`config.mk`:
```
export PLATFORM = sky130hd
export DESIGN_NAME = regfile_wb_arb
export DESIGN_NICKNAME = d
export VERILOG_FILES = /design/src/rtl/regfile_pkg.sv /design/src/rtl/rr_arbiter.sv /design/src/rtl/regfile_wb_arb.sv
export SDC_FILE = /design/constraint.sdc
export NUM_CORES = 1
export LEC_CHECK = 0
export CAP_MARGIN = 10
export CELL_PAD_IN_SITES_DETAIL_PLACEMENT = 0
export CELL_PAD_IN_SITES_GLOBAL_PLACEMENT = 1
export CORE_MARGIN = 10
export CORE_UTILIZATION = 28
export DETAILED_ROUTE_END_ITERATION = 8
export GPL_TIMING_DRIVEN = 0
export PLACE_DENSITY_LB_ADDON = 0.1
export SYNTH_ARGS = -nofsm -noshare
export SYNTH_HDL_FRONTEND = slang
export SYNTH_SLANG_ARGS = --single-unit
```
`constraint.sdc`:
```
create_clock -name clk -period 2.7 [get_ports clk]
set_clock_uncertainty 0.1 [all_clocks]
set_input_delay 0.54 -clock clk [delete_from_list [all_inputs] [get_ports clk]]
set_output_delay 0.54 -clock clk [all_outputs]
set_load 0.02 [all_outputs]
```
`src/rtl/regfile_pkg.sv`:
```
// Shared constants and helpers for the register-file write-back path.
package regfile_pkg;

  localparam int AW           = 5;
  localparam int DW           = 32;
  localparam int NREQ_DEFAULT = 3;
  localparam int REG_ZERO     = 0;

  // True when two or more of up to eight request lines are active.
  function automatic logic multi_valid(input logic [7:0] v);
    return ($countones(v) > 1);
  endfunction

endpackage

```
`src/rtl/rr_arbiter.sv`:
```
// Combinational round-robin picker: first requester at or after ptr wins.
module rr_arbiter
  import regfile_pkg::*;
#(
  parameter int N = 3,
  localparam int IW = (N > 1) ? $clog2(N) : 1
) (
  input  logic [N-1:0]  req,
  input  logic [IW-1:0] ptr,
  input  logic          en,
  output logic [N-1:0]  grant,
  output logic [IW-1:0] grant_idx
);

  logic found;

  // Index reached by stepping j places past p, wrapping at N.
  function automatic logic [IW-1:0] wrap(input logic [IW-1:0] p, input int j);
    int s;
    s = int'(p) + j;
    if (s >= N) begin
      s = s - N;
    end else begin
      s = s;
    end
    return s[IW-1:0];
  endfunction

  // Search from ptr for the first valid request; grant only when enabled.
  always_comb begin
    grant     = '0;
    grant_idx = '0;
    found     = 1'b0;
    for (int j = 0; j < N; j++) begin
      if (!found && req[wrap(ptr, j)]) begin
        found     = 1'b1;
        grant_idx = wrap(ptr, j);
      end else begin
        found = found;
      end
    end
    if (en && found) begin
      grant[grant_idx] = 1'b1;
    end else begin
      grant = '0;
    end
  end

endmodule

```
`src/rtl/regfile_wb_arb.sv`:
```
// Write-back arbiter: round-robin grant of NREQ sources onto the single
// registered write port (WE/A3/WD3) of the register file.
module regfile_wb_arb
  import regfile_pkg::*;
#(
  parameter int NREQ = NREQ_DEFAULT,
  parameter int AW   = regfile_pkg::AW,
  parameter int DW   = regfile_pkg::DW,
  parameter int CW   = 16
) (
  input  logic             clk,
  input  logic             rst_n,
  input  logic             hold,
  input  logic [NREQ-1:0]  req_valid,
  input  logic [NREQ*AW-1:0] req_addr,
  input  logic [NREQ*DW-1:0] req_data,
  output logic [NREQ-1:0]  req_ready,
  output logic             WE,
  output logic [AW-1:0]    A3,
  output logic [DW-1:0]    WD3,
  output logic [2:0]       grant_id,
  output logic [CW-1:0]    contention_cnt
);

  localparam int IW = (NREQ > 1) ? $clog2(NREQ) : 1;

  logic [IW-1:0] rr_ptr;
  logic [IW-1:0] next_ptr;
  logic [IW-1:0] gidx;
  logic [NREQ-1:0] grant;
  logic          accept;
  logic [AW-1:0] sel_addr;
  logic [DW-1:0] sel_data;

  // rst_n gates the enable so req_ready is low for the whole reset window.
  rr_arbiter #(.N(NREQ)) u_arb (
    .req       (req_valid),
    .ptr       (rr_ptr),
    .en        (~hold & rst_n),
    .grant     (grant),
    .grant_idx (gidx)
  );

  assign req_ready = grant;
  assign accept    = |grant;

  // Select the winning request's payload and the pointer that follows it.
  always_comb begin
    sel_addr = '0;
    sel_data = '0;
    for (int i = 0; i < NREQ; i++) begin
      sel_addr = (gidx == IW'(i)) ? req_addr[i*AW +: AW] : sel_addr;
      sel_data = (gidx == IW'(i)) ? req_data[i*DW +: DW] : sel_data;
    end
    if (gidx == IW'(NREQ - 1)) begin
      next_ptr = '0;
    end else begin
      next_ptr = gidx + 1'b1;
    end
  end

  // Output register and round-robin pointer; x0 writes consume a grant but never assert WE.
  always_ff @(posedge clk or negedge rst_n) begin
    if (!rst_n) begin
      WE       <= 1'b0;
      A3       <= '0;
      WD3      <= '0;
      grant_id <= 3'd0;
      rr_ptr   <= '0;
    end else if (accept) begin
      WE       <= (int'(sel_addr) != REG_ZERO);
      A3       <= sel_addr;
      WD3      <= sel_data;
      grant_id <= 3'(gidx);
      rr_ptr   <= next_ptr;
    end else begin
      WE <= 1'b0;
    end
  end

  // Saturating count of cycles with two or more valid requesters, regardless of hold.
  always_ff @(posedge clk or negedge rst_n) begin
    if (!rst_n) begin
      contention_cnt <= '0;
    end else if (multi_valid(8'(req_valid)) && (contention_cnt != {CW{1'b1}})) begin
      contention_cnt <= contention_cnt + {{(CW-1){1'b0}}, 1'b1};
    end else begin
      contention_cnt <= contention_cnt;
    end
  end

endmodule

```
==> impl_metrics.tcl <==
set metrics [dict create \
    fillerInstances 1165 \
    setup.worst_path.start_class "register" \
    clkSinkCount 58 \
    post-route-min-period_ps 2948 \
    synth.avg_cell_area_um2 8.965 \
    grt_util_all_layers_pct 16.02 \
    ff_to_ff_end "WD3[17]" \
    regToRegStartpoint "rr_ptr[0]" \
    synthesis.instances 381 \
    fp.dieH_um 130.5 \
    boundaryPins 177 \
    min_path_type "input port to asynchronous set/reset pin" \
    core_area_um2 11960 \
    p_leak_nw 2.559 \
    cts_tree "yes" \
    place.detailed.instances 703 \
    clk_pin_slew_worst_paths_ps 50 \
    route.vias.total 3605 \
    insertedDiodeCount 0 \
    ff_latch_area_um2 1454 \
    worst_slew_margin_rel_pct 47.99 \
    gr-usage-met3_pct 7.494 \
    drt-vias-per-instance 4.858 \
    routedWlPerCell_um 18.39 \
    htree_num_levels 3 \
    die_w_um 130.5 \
    final_cell_count_no_fill 742 \
    ys_warn_count 0 \
    multiInputGateArea_um2 1923 \
    rsz0062_at_grt "yes" \
    layout_nets 713 \
    ir_worst_vdd_uv 469.0 \
    post_route_cells_drive_above_1_share_pct 16.81 \
    syn_area_um2 3416 \
    drv_cap 0 \
    p_total_mw 6.875 \
    cts_hold_buf 0 \
    synth_cell_types 48 \
    dp.final_hpwl_um 10490 \
    synthTopCellsByArea "dfrtp_1 42%, nand2_1 6.3%, o31ai_1 6.2%" \
    asyncSetResetFlopFracSynth_pct 100.0 \
    finalSetupTns_ps -689.1 \
    regToRegSetupSlack_ps 160 \
    global_route.peak_usage_layer "met2" \
    postSynthRegisterBits 58 \
    powerDensity_nw_per_um2 1135 \
    slew_viol_final 0 \
    violations_in_the_final_reports "setup timing" \
    via_count_of_the_first_global_routing_pass 3912 \
    weighted_congestion_at_the_end_of_routability_driven_global_placement 0.7745 \
    outcome "complete, but fails checks" \
    netlist.area_leader.share_pct 42.49 \
    finalWorstSetupSlack_ps -248.3 \
    clock_latency_ps 330 \
    max-clock-path-buffers 2 \
    crit_fanout 5 \
    worstSetupEndpointType "primary output" \
    hold_viol 0 \
    cts-buffers-inserted 9 \
    pin_count_of_the_biggest_net_entering_global_routing 60 \
    routed_wire_length_um 13650 \
    floorplan.rows 40 \
    worstMarginPinSlew_ps 780.1 \
    grt_antenna_before_repair 0 \
    required_arrival_time_at_the_worst_endpoint_ps 2060 \
    globalRoute.totalOverflow 0 \
    clock.fmax_mhz 339.2 \
    ys_top_cells_by_count "58 x dfrtp_1, 57 x nand2_1, 38 x nor2_1" \
    gr-usage-met2_pct 26.51 \
    floorplan.die_area_um2 17020 \
    rr_worst_depth 12 \
    setup_viol 3 \
    timing_worst_setup_path_type "register to primary output" \
    ant_nets 0 \
    drc 0 \
    worst_ep_arrival_time_ps 2310 \
    final_hold_slack_ps 172.9 \
    grt.met1_usage_pct 18.24 \
    layout-area-overhead-vs-synth_pct 77.29 \
    initial_core_util_pct 28.56 \
    synth_enable_flop_cells 0 \
    synth_sequential_area_ratio_pct 42.49 \
    clock_tree.root_cell "clkbuf_16" \
    synth_ff_type "dfrtp_1" \
    drtPass1Iterations 4 \
    buffer_ports.inserted 175 \
    drtIter0Drc 178 \
    synth_largest_area_cell "dfrtp_1" \
    final_min_period_over_clock_period_pct 109.2 \
    synth.most_common_cell "dfrtp_1" \
    global_route_wire_length_before_repair_um 21090 \
    mappedNetlistNets 504 \
]
layout make-up:
class | count | share of cell area (%)
buffer | 25 | 3.244
multi-input combinational | 285 | 31.76
sequential | 58 | 24.01
clock inverter | 2 | 0.5785
inverter | 10 | 0.6612
clock buffer | 14 | 4.359
timing repair buffer | 201 | 32.36
tap | 147 | 3.037
placed cells by master (no fill, tap or decap), drive strengths merged, types with 4 or more instances in the layout:
cell and instances:
mux2i 4, dfrtp 58, nand2b 4, nor2b 4
xnor2 9, nand3 10, o21a 6, a211oi 22
nand2 57, nand4 6, ha 6, buf 48
nor3 11, clkdlybuf4s50 168, clkbuf 21, o31ai 32
o22ai 7, o21ai 11, and3 27, xor2 5
nor2 39, inv 10
where the power goes:
| part | internal (mW) | switching, mW | total, mW |
|---|---|---|---|
| registers | 1.23 | 0.245 | 1.48 |
| logic | 2.02 | 2.21 | 4.23 |
| clock network | 0.764 | 0.400 | 1.16 |
cells by family after synthesis:
kind of cell               after synthesis  share of synthesized area [%]
DFF                                     58                          42.49
buffers and inverters                   38                          5.348
AOI/OAI and AO/OA                       97                          22.16
other                                    1                         0.1098
muxes                                    5                          1.502
adders and majority gates                6                          2.198
xor gates and xnor gates                14                          3.590
and+or+nand+nor                        162                          22.60
worst max-delay path: stages, from the launching register on:
cell and delay, ps:
dfrtp_2 430, buf_6 130, ha_4 160, mux2i_2 150, or2_1 240, buf_6 140, o211ai_1 100, o21ai_2 100
buf_6 130, buf_6 120, nor3_4 140, buf_6 150
worst max-delay path by stage:
stage / start / endpoint / cells past startpoint / slack (ps)
6_report: rr_ptr[0] / req_ready[0] / 11 / -250
5_1_grt: rr_ptr[0] / req_ready[0] / 12 / -330
4_1_cts: rr_ptr[0] / req_ready[0] / 11 / -300
3_5_place_dp: req_valid[0] / req_ready[0] / 8 / -1110
3_3_place_gp: rst_n / req_ready[1] / 7 / -2680
2_1_floorplan: rr_ptr[0] / req_ready[0] / 9 / 60
metal layers:
layer  wire [um]  up-vias  share of wire, %
met2        6615      106                48
met4         128        0              0.94
met1        5508     1697                40
met5           0        -                 0
li1            -     1791                 -
met3        1392       11                10
per-stage QoR:
stage	setup slack, ps	util (%)	cell area (um^2)
after CTS	-297.4	49.47	5917
after detailed placement	-1115	44.77	5355
final	-248.3	50.63	6056
after global placement	-2679	44.79	5358
after floorplan	58.82	-	3422
after global routing	-329.8	50.63	6056
sequential cells by signal (all words and copies together), names as in the netlist:
| register | flops |
|---|---|
| grant_id | 2 |
| rr_ptr | 2 |
| A3 | 5 |
| contention_cnt | 16 |
| WE | 1 |
| WD3 | 32 |
what timing repair did:
item,in CTS,in global routing
setup buffers,19,7
setup endpoints to repair,27,43
gates resized for setup,55,25
pin swaps,11,10
hold endpoints to repair,0,0
(Power assumes the default switching activity.)
